## config.mk

```make
export PLATFORM = sky130hd
export DESIGN_NAME = bp_be_int_wb_arbiter_flat
export DESIGN_NICKNAME = d
export VERILOG_FILES = /design/src/rtl/bp_be_int_wb_arbiter_pkg.sv /design/src/rtl/bp_be_int_wb_arbiter_if.sv /design/src/rtl/bp_be_int_wb_arbiter_fifo.sv /design/src/rtl/bp_be_int_wb_arbiter.sv /design/src/flat_wrapper.sv
export SDC_FILE = /design/constraint.sdc
export NUM_CORES = 1
export LEC_CHECK = 0
export ABC_AREA = 1
export CAP_MARGIN = 10
export CORE_MARGIN = 4
export CORE_UTILIZATION = 63
export CTS_BUF_LIST = sky130_fd_sc_hd__clkbuf_8
export DETAILED_ROUTE_END_ITERATION = 16
export DONT_BUFFER_PORTS = 1
export PLACE_DENSITY = 0.91
export REMOVE_ABC_BUFFERS = 1
export SLEW_MARGIN = 20
export SYNTH_ARGS = -nofsm -noshare
export SYNTH_HDL_FRONTEND = slang
export SYNTH_SLANG_ARGS = --single-unit
```

## constraint.sdc

```tcl
create_clock -name clk_i -period 6.5 [get_ports clk_i]
set_input_delay 1.3 -clock clk_i [delete_from_list [all_inputs] [get_ports clk_i]]
set_output_delay 1.3 -clock clk_i [all_outputs]
set_load 0.01 [all_outputs]
```

## src/rtl/bp_be_int_wb_arbiter_pkg.sv

```systemverilog
// Shared types for the integer write-back arbiter slice.
package bp_be_pkg;

    // Write-port source tag carried on wb_src_o
    typedef enum logic {
        e_wb_src_int  = 1'b0,
        e_wb_src_long = 1'b1
    } bp_be_wb_src_e;

    // Arbiter mode: normal arbitration, or dispatch stalled to drain long results
    typedef enum logic {
        e_normal = 1'b0,
        e_drain  = 1'b1
    } bp_be_wb_arb_state_e;

endpackage

```

## src/rtl/bp_be_int_wb_arbiter_if.sv

```systemverilog
// Bundle of the pipe-result inputs and write-port outputs around the arbiter.
interface bp_be_int_wb_arbiter_if #(
    parameter int unsigned dpath_width_p    = 64,
    parameter int unsigned reg_addr_width_p = 5
);
    logic                        int_v_i;
    logic [dpath_width_p-1:0]    int_data_i;
    logic [reg_addr_width_p-1:0] int_rd_addr_i;
    logic                        long_v_i;
    logic [dpath_width_p-1:0]    long_data_i;
    logic [reg_addr_width_p-1:0] long_rd_addr_i;
    logic                        long_ready_o;
    logic                        int_stall_o;
    logic                        wb_v_o;
    logic [dpath_width_p-1:0]    wb_data_o;
    logic [reg_addr_width_p-1:0] wb_rd_addr_o;
    logic                        wb_src_o;

    // Pipes / register file side
    modport master (
        output int_v_i, int_data_i, int_rd_addr_i,
        output long_v_i, long_data_i, long_rd_addr_i,
        input  long_ready_o, int_stall_o,
        input  wb_v_o, wb_data_o, wb_rd_addr_o, wb_src_o
    );

    // Arbiter side
    modport slave (
        input  int_v_i, int_data_i, int_rd_addr_i,
        input  long_v_i, long_data_i, long_rd_addr_i,
        output long_ready_o, int_stall_o,
        output wb_v_o, wb_data_o, wb_rd_addr_o, wb_src_o
    );
endinterface

```

## src/rtl/bp_be_int_wb_arbiter_fifo.sv

```systemverilog
// Small in-order 1-read/1-write buffer holding waiting long-pipe results.
module bsg_fifo_1r1w_small #(
    parameter int unsigned width_p = 8,
    parameter int unsigned els_p   = 2
) (
    input  logic                             clk_i,
    input  logic                             reset_i,
    input  logic                             v_i,
    input  logic [width_p-1:0]               data_i,
    output logic                             ready_o,
    output logic                             v_o,
    output logic [width_p-1:0]               data_o,
    input  logic                             yumi_i,
    output logic [$clog2(els_p+1)-1:0]       count_o
);
    localparam int unsigned ptr_width_lp = (els_p > 1) ? $clog2(els_p) : 1;
    localparam int unsigned cnt_width_lp = $clog2(els_p + 1);

    logic [width_p-1:0]      mem_r [els_p];
    logic [ptr_width_lp-1:0] rptr_r, wptr_r;
    logic [cnt_width_lp-1:0] count_r;
    logic                    enq, deq;

    function automatic logic [ptr_width_lp-1:0] ptr_inc(input logic [ptr_width_lp-1:0] p);
        return (p == ptr_width_lp'(els_p - 1)) ? '0 : p + 1'b1;
    endfunction

    // Ready depends on occupancy only, never on a same-cycle dequeue
    always_comb begin
        ready_o = (count_r < cnt_width_lp'(els_p));
        v_o     = (count_r != '0);
        enq     = v_i & ready_o;
        deq     = yumi_i & v_o;
        data_o  = mem_r[rptr_r];
        count_o = count_r;
    end

    // Pointer and occupancy tracking; pointers wrap modulo els_p
    always_ff @(posedge clk_i) begin
        if (reset_i) begin
            rptr_r  <= '0;
            wptr_r  <= '0;
            count_r <= '0;
        end else begin
            if (enq) wptr_r <= ptr_inc(wptr_r);
            if (deq) rptr_r <= ptr_inc(rptr_r);
            count_r <= count_r + cnt_width_lp'(enq) - cnt_width_lp'(deq);
        end
    end

    // Storage write; contents need no reset since occupancy gates reads
    always_ff @(posedge clk_i) begin
        if (enq) mem_r[wptr_r] <= data_i;
    end
endmodule

```

## src/rtl/bp_be_int_wb_arbiter.sv

```systemverilog
// Integer register-file write-port arbiter: int pipe always wins, long-pipe
// results wait in an in-order buffer, and a starvation counter stalls dispatch.
module bp_be_int_wb_arbiter
    import bp_be_pkg::*;
#(
    parameter int unsigned dpath_width_p    = 64,
    parameter int unsigned reg_addr_width_p = 5,
    parameter int unsigned buffer_els_p     = 2,
    parameter int unsigned starve_limit_p   = 8
) (
    input  logic                   clk_i,
    input  logic                   reset_i,
    bp_be_int_wb_arbiter_if.slave  wb_arb_if
);
    localparam int unsigned entry_width_lp  = dpath_width_p + reg_addr_width_p;
    localparam int unsigned cnt_width_lp    = $clog2(buffer_els_p + 1);
    localparam int unsigned starve_width_lp = $clog2(starve_limit_p + 1);

    logic                        buf_ready, head_v;
    logic [entry_width_lp-1:0]   head_entry;
    logic [cnt_width_lp-1:0]     buf_count;
    logic                        accept, deq, enq, bypass, buf_empty_next;
    logic                        sel_v;
    logic [dpath_width_p-1:0]    sel_data;
    logic [reg_addr_width_p-1:0] sel_rd_addr;
    bp_be_wb_src_e               sel_src;
    logic [starve_width_lp-1:0]  starve_cnt_r;
    bp_be_wb_arb_state_e         state_r;

    bsg_fifo_1r1w_small #(
        .width_p (entry_width_lp),
        .els_p   (buffer_els_p)
    ) long_buf (
        .clk_i   (clk_i),
        .reset_i (reset_i),
        .v_i     (enq),
        .data_i  ({wb_arb_if.long_rd_addr_i, wb_arb_if.long_data_i}),
        .ready_o (buf_ready),
        .v_o     (head_v),
        .data_o  (head_entry),
        .yumi_i  (deq),
        .count_o (buf_count)
    );

    // Priority select: int pipe, then buffer head, then bypass of a fresh long result
    always_comb begin
        wb_arb_if.long_ready_o = buf_ready;
        accept  = wb_arb_if.long_v_i & buf_ready;
        deq     = ~wb_arb_if.int_v_i & head_v;
        bypass  = ~wb_arb_if.int_v_i & ~head_v & accept;
        enq     = accept & ~bypass;
        sel_v       = 1'b0;
        sel_data    = '0;
        sel_rd_addr = '0;
        sel_src     = e_wb_src_int;
        if (wb_arb_if.int_v_i) begin
            sel_v       = 1'b1;
            sel_data    = wb_arb_if.int_data_i;
            sel_rd_addr = wb_arb_if.int_rd_addr_i;
        end else if (head_v) begin
            sel_v       = 1'b1;
            sel_data    = head_entry[dpath_width_p-1:0];
            sel_rd_addr = head_entry[entry_width_lp-1:dpath_width_p];
            sel_src     = e_wb_src_long;
        end else if (accept) begin
            sel_v       = 1'b1;
            sel_data    = wb_arb_if.long_data_i;
            sel_rd_addr = wb_arb_if.long_rd_addr_i;
            sel_src     = e_wb_src_long;
        end
        // Buffer occupancy after this edge, used to leave drain in the same cycle it empties
        buf_empty_next = ~enq & ((buf_count == '0)
                                 | ((buf_count == cnt_width_lp'(1)) & deq));
    end

    // Starvation counter: counts cycles the head waits, saturating at the limit
    always_ff @(posedge clk_i) begin
        if (reset_i) begin
            starve_cnt_r <= '0;
        end else if (~head_v | deq) begin
            starve_cnt_r <= '0;
        end else if (starve_cnt_r != starve_width_lp'(starve_limit_p)) begin
            starve_cnt_r <= starve_cnt_r + 1'b1;
        end
    end

    // Drain FSM with registered dispatch stall
    always_ff @(posedge clk_i) begin
        if (reset_i) begin
            state_r               <= e_normal;
            wb_arb_if.int_stall_o <= 1'b0;
        end else begin
            case (state_r)
                e_normal: begin
                    if (starve_cnt_r == starve_width_lp'(starve_limit_p)) begin
                        state_r               <= e_drain;
                        wb_arb_if.int_stall_o <= 1'b1;
                    end
                end
                e_drain: begin
                    if (buf_empty_next) begin
                        state_r               <= e_normal;
                        wb_arb_if.int_stall_o <= 1'b0;
                    end
                end
                default: begin
                    state_r               <= e_normal;
                    wb_arb_if.int_stall_o <= 1'b0;
                end
            endcase
        end
    end

    // Write-port registers; x0 destinations consume the slot without enabling the write
    always_ff @(posedge clk_i) begin
        if (reset_i) begin
            wb_arb_if.wb_v_o       <= 1'b0;
            wb_arb_if.wb_data_o    <= '0;
            wb_arb_if.wb_rd_addr_o <= '0;
            wb_arb_if.wb_src_o     <= 1'b0;
        end else begin
            wb_arb_if.wb_v_o <= sel_v & (sel_rd_addr != '0);
            if (sel_v) begin
                wb_arb_if.wb_data_o    <= sel_data;
                wb_arb_if.wb_rd_addr_o <= sel_rd_addr;
                wb_arb_if.wb_src_o     <= sel_src;
            end
        end
    end
endmodule

```

## src/flat_wrapper.sv

```systemverilog
// flat-port wrapper written by rule: the top's interface ports become plain ports
module bp_be_int_wb_arbiter_flat import bp_be_pkg::*;
#(
    parameter int unsigned dpath_width_p    = 64,
    parameter int unsigned reg_addr_width_p = 5,
    parameter int unsigned buffer_els_p     = 2,
    parameter int unsigned starve_limit_p   = 8
)
  (clk_i, reset_i, wb_arb_if_int_v_i, wb_arb_if_int_data_i, wb_arb_if_int_rd_addr_i, wb_arb_if_long_v_i, wb_arb_if_long_data_i, wb_arb_if_long_rd_addr_i, wb_arb_if_long_ready_o, wb_arb_if_int_stall_o, wb_arb_if_wb_v_o, wb_arb_if_wb_data_o, wb_arb_if_wb_rd_addr_o, wb_arb_if_wb_src_o);
  bp_be_int_wb_arbiter_if #(.dpath_width_p(dpath_width_p), .reg_addr_width_p(reg_addr_width_p)) wb_arb_if_i ();
  input  logic clk_i;
  input  logic reset_i;
  input wire logic [$bits(wb_arb_if_i.int_v_i)-1:0] wb_arb_if_int_v_i;
  input wire logic [$bits(wb_arb_if_i.int_data_i)-1:0] wb_arb_if_int_data_i;
  input wire logic [$bits(wb_arb_if_i.int_rd_addr_i)-1:0] wb_arb_if_int_rd_addr_i;
  input wire logic [$bits(wb_arb_if_i.long_v_i)-1:0] wb_arb_if_long_v_i;
  input wire logic [$bits(wb_arb_if_i.long_data_i)-1:0] wb_arb_if_long_data_i;
  input wire logic [$bits(wb_arb_if_i.long_rd_addr_i)-1:0] wb_arb_if_long_rd_addr_i;
  output wire logic [$bits(wb_arb_if_i.long_ready_o)-1:0] wb_arb_if_long_ready_o;
  output wire logic [$bits(wb_arb_if_i.int_stall_o)-1:0] wb_arb_if_int_stall_o;
  output wire logic [$bits(wb_arb_if_i.wb_v_o)-1:0] wb_arb_if_wb_v_o;
  output wire logic [$bits(wb_arb_if_i.wb_data_o)-1:0] wb_arb_if_wb_data_o;
  output wire logic [$bits(wb_arb_if_i.wb_rd_addr_o)-1:0] wb_arb_if_wb_rd_addr_o;
  output wire logic [$bits(wb_arb_if_i.wb_src_o)-1:0] wb_arb_if_wb_src_o;
  assign wb_arb_if_i.int_v_i = wb_arb_if_int_v_i;
  assign wb_arb_if_i.int_data_i = wb_arb_if_int_data_i;
  assign wb_arb_if_i.int_rd_addr_i = wb_arb_if_int_rd_addr_i;
  assign wb_arb_if_i.long_v_i = wb_arb_if_long_v_i;
  assign wb_arb_if_i.long_data_i = wb_arb_if_long_data_i;
  assign wb_arb_if_i.long_rd_addr_i = wb_arb_if_long_rd_addr_i;
  assign wb_arb_if_long_ready_o = wb_arb_if_i.long_ready_o;
  assign wb_arb_if_int_stall_o = wb_arb_if_i.int_stall_o;
  assign wb_arb_if_wb_v_o = wb_arb_if_i.wb_v_o;
  assign wb_arb_if_wb_data_o = wb_arb_if_i.wb_data_o;
  assign wb_arb_if_wb_rd_addr_o = wb_arb_if_i.wb_rd_addr_o;
  assign wb_arb_if_wb_src_o = wb_arb_if_i.wb_src_o;
  bp_be_int_wb_arbiter #(.dpath_width_p(dpath_width_p), .reg_addr_width_p(reg_addr_width_p), .buffer_els_p(buffer_els_p), .starve_limit_p(starve_limit_p)) u_core (.clk_i(clk_i), .reset_i(reset_i), .wb_arb_if(wb_arb_if_i));
endmodule
```

==> qor.txt <==
layout cells sized above 1 = 6.811%
die height = 126.8 um
pre-CTS setup slack = 2.688 ns
sequential cell area = 5787 um2
setup TNS = 0 ns
logic gate share of total power = 15.1%
Design Area, Final = 9579 um2
Ports = 215
footprint of the multi-input gates = 2784 um2
top-area cell type share of the netlist area = 46.62%
IR drop worst, VDD = 0.2172 mV
Yosys top cell by area = edfxtp_1
switching share of power = 28.86%
GRT Overall Usage = 25.79%
CTS Sinks = 220
Synth Area per Inst = 9.757 um2
r2r worst-path depth = 5
Clock Latency Late Sink = 0.49 ns
total power draw = 0.003303 W
vias in the first global route = 6,739
CORE AREA = 13,830 um2
met2 wire length = 10,460 um
YS warnings = 0
DIE AREA = 16,070 um2
cell breakdown of the critical path = inv_2 > nor2_2 > buf_4 > nand2_1 > nor2_4 > buf_4
Crit path max-delay family = simple AND/OR/NAND/NOR gates
FF-to-FF End = u_core.long_buf.mem_r[0][52]
CTS tree = yes
Netlist Area Pre-Place = 8889 um2
EDFF count, synth = 138
CP startpoint kind = input pin
hold path depth = 1
Port-buffer cells = 0
top cells by area, synth = edfxtp_1 47%, dfxtp_1 18%, nand2_1 16%, a31oi_1 3.1%, a21oi_1 3.0%
shortest period the worst path allows = 3.266 ns
Overflow after GRT = 0
crit path kind = input pin to flop
fin crit share = 50.25%
DIE WIDTH = 126.8 um
Clk pwr share = 31.4%
CP dominant cell by count = buf_4
hold_ws = 0.4437 ns
DRT antenna net count = 0
Worst R2R Start = u_core.long_buf.count_o[1]
clk buf depth = 3
most common cell in the synthesized netlist = nand2_1
pwr dens = 344.8 nW/um2
Post-Syn Instances = 911
routed length on met1 = 8041 um
total of max-cap violations = 0
initial antenna violation count = 0
ant diodes = 0
internal reg-to-reg setup slack = 3.66 ns
Layout Nets = 1,044
hpwl dp = 13,000 um
first-pass GRT wire length = 33,450 um
HP Start = u_core.long_buf.rptr_r
Buf/Inv on CP = 3
worst-path fanout max = 36
Setup crit end kind = flop
CP arrival = 3.39 ns
Hold Fails Final Rpt = 0
Setup violations, final = 0
WL/cell = 19.28 um
# H-tree levels = 2
DR top layer = met4
Worst Clk Skew = 0.01829 ns
drt total wl = 21,310 um
Num CTS Buffers = 35
pin count of the biggest net entering global routing = 73
Pint = 0.002350 W
DRT iter0 DRCs = 415
post-CTS setup buffers = 0
Hold Path Class = flop to flop
Via Count = 6,585
#FFs+latches synth = 220
count of final max-slew check failures = 0
RSZ-0062 raised after global routing = false
NetSw = 0.0009532 W
Seq pwr share = 53.5%
synth unique cells = 26
DRC = 0
most frequent cells after synthesis = 388 x nand2_1, 138 x edfxtp_1, 82 x dfxtp_1, 54 x a21oi_1, 44 x a31oi_1
FFs w/ async S/R, synth = 0%
# fillers = 994
fmax = 306.2 MHz
Main synth FF type = edfxtp_1
post-CTS sizing = 0
Reg clk slew, reported paths = 0.05 ns
outcome = completed
required time worst endpoint = 6.62 ns
min setup slack post-route = 3.234 ns
initial core utilization = 64.28%
Layout area overhead = 7.770%
DP Area = 8924 um2
Via density = 5.959
Post-CTS Hold Fix Bufs = 0
routability cong. = 0.8425
pin slew with the least headroom to its limit = 1.118 ns
drt pass-1 iters = 5
relative slew slack = 25.30%
post-synthesis sequential area ratio = 65.09%
root buf cell = clkbuf_8
met3 wire length = 2353 um
CP peak stage delay = 0.83 ns
Crit-path slowest cell = nor2_4
leakage = 3.628 nW
num rows = 43
## cell usage in the layout (no fill, tap or decap)
master     instances
dfxtp_1           81
xor2_1             1
buf_16             1
o21ai_1            5
clkbuf_8          39
dfxtp_2            1
nand2_1          388
nor3_1             4
nor2_4             6
nor4_1             1
o2111ai_1          1
nor2_2             1
a21oi_1           54
o21ai_0           42
nand2_4            1
ha_1               3
nand3_1           25
buf_4              8
clkinv_1           4
o211ai_1           1
clkinv_2           1
nor2_1            17
inv_1             32
inv_2              5
edfxtp_1         138
a31oi_1           44
a41oi_1           21
## cells by family after synthesis
| family | synth area share (%) |
|---|---|
| AO/OA/AOI/OAI | 11.04 |
| buffers and inverters | 3.815 |
| flip-flops | 65.09 |
| AND/OR/NAND/NOR | 19.54 |
| XOR/XNOR | 0.09855 |
| adder cells (fa/ha/maj) | 0.4223 |
## power groups by stage
stage / Clock [W] / Combinational (W) / Sequential (W)
global route: 0.00112 / 0.000566 / 0.00178
detailed placement: 0 / 0.000493 / 0.00179
CTS: 0.00106 / 0.000497 / 0.00177
floorplan: 0 / 0.000345 / 0.00179
finish: 0.00104 / 0.000500 / 0.00177
global placement: 0 / 0.000469 / 0.00179
## registers in the layout, summed over array words and instances (netlist names), named ones only
name / flops
u_core.wb_arb_if.wb_rd_addr_o: 5
u_core.long_buf.rptr_r: 1
u_core.long_buf.mem_r: 138
u_core.long_buf.wptr_r: 1
u_core.wb_arb_if.wb_data_o: 64
u_core.state_r: 1
u_core.wb_arb_if.wb_v_o: 1
u_core.starve_cnt_r: 4
u_core.wb_arb_if.int_stall_o: 1
u_core.wb_arb_if.wb_src_o: 1
u_core.long_buf.count_o: 2
## final cells by class
class / count / area share, %
flip-flops and latches: 220 / 60.41
repair buffers: 9 / 0.9143
clock buffers: 39 / 5.603
well taps: 180 / 2.351
inverters: 18 / 0.7053
clock inverters: 24 / 0.9535
multi-input cells: 615 / 29.06
## worst max-delay path by stage
| stage | end | from | slack [ns] | cells past startpoint |
|---|---|---|---|---|
| detailed placement | u_core.long_buf.mem_r[1][58] | wb_arb_if_long_v_i | 2.69 | 6 |
| finish | u_core.long_buf.mem_r[0][52] | wb_arb_if_long_v_i | 3.23 | 6 |
| floorplan | u_core.long_buf.mem_r[1][0] | wb_arb_if_long_v_i | 0.94 | 4 |
| global placement | u_core.long_buf.mem_r[1][48] | wb_arb_if_long_v_i | 2.78 | 6 |
| global route | u_core.long_buf.mem_r[0][31] | wb_arb_if_long_v_i | 3.11 | 6 |
| CTS | u_core.long_buf.mem_r[1][59] | wb_arb_if_long_v_i | 3.22 | 6 |
## through the flow
step | utilization [%] | std cells
floorplan | - | 853
global placement | 64.54 | 1041
detailed placement | 64.54 | 1041
CTS | 69.08 | 1104
global route | 69.28 | 1105
finish | 69.28 | 1105
## metal layers
layer	global-route usage, %	vias to the layer above
li1	-	3099
met1	31.15	3101
met2	43.74	336
met3	8.042	49
met4	9.338	0
met5	0	-
Note: power is estimated with default switching activity, not from simulation.
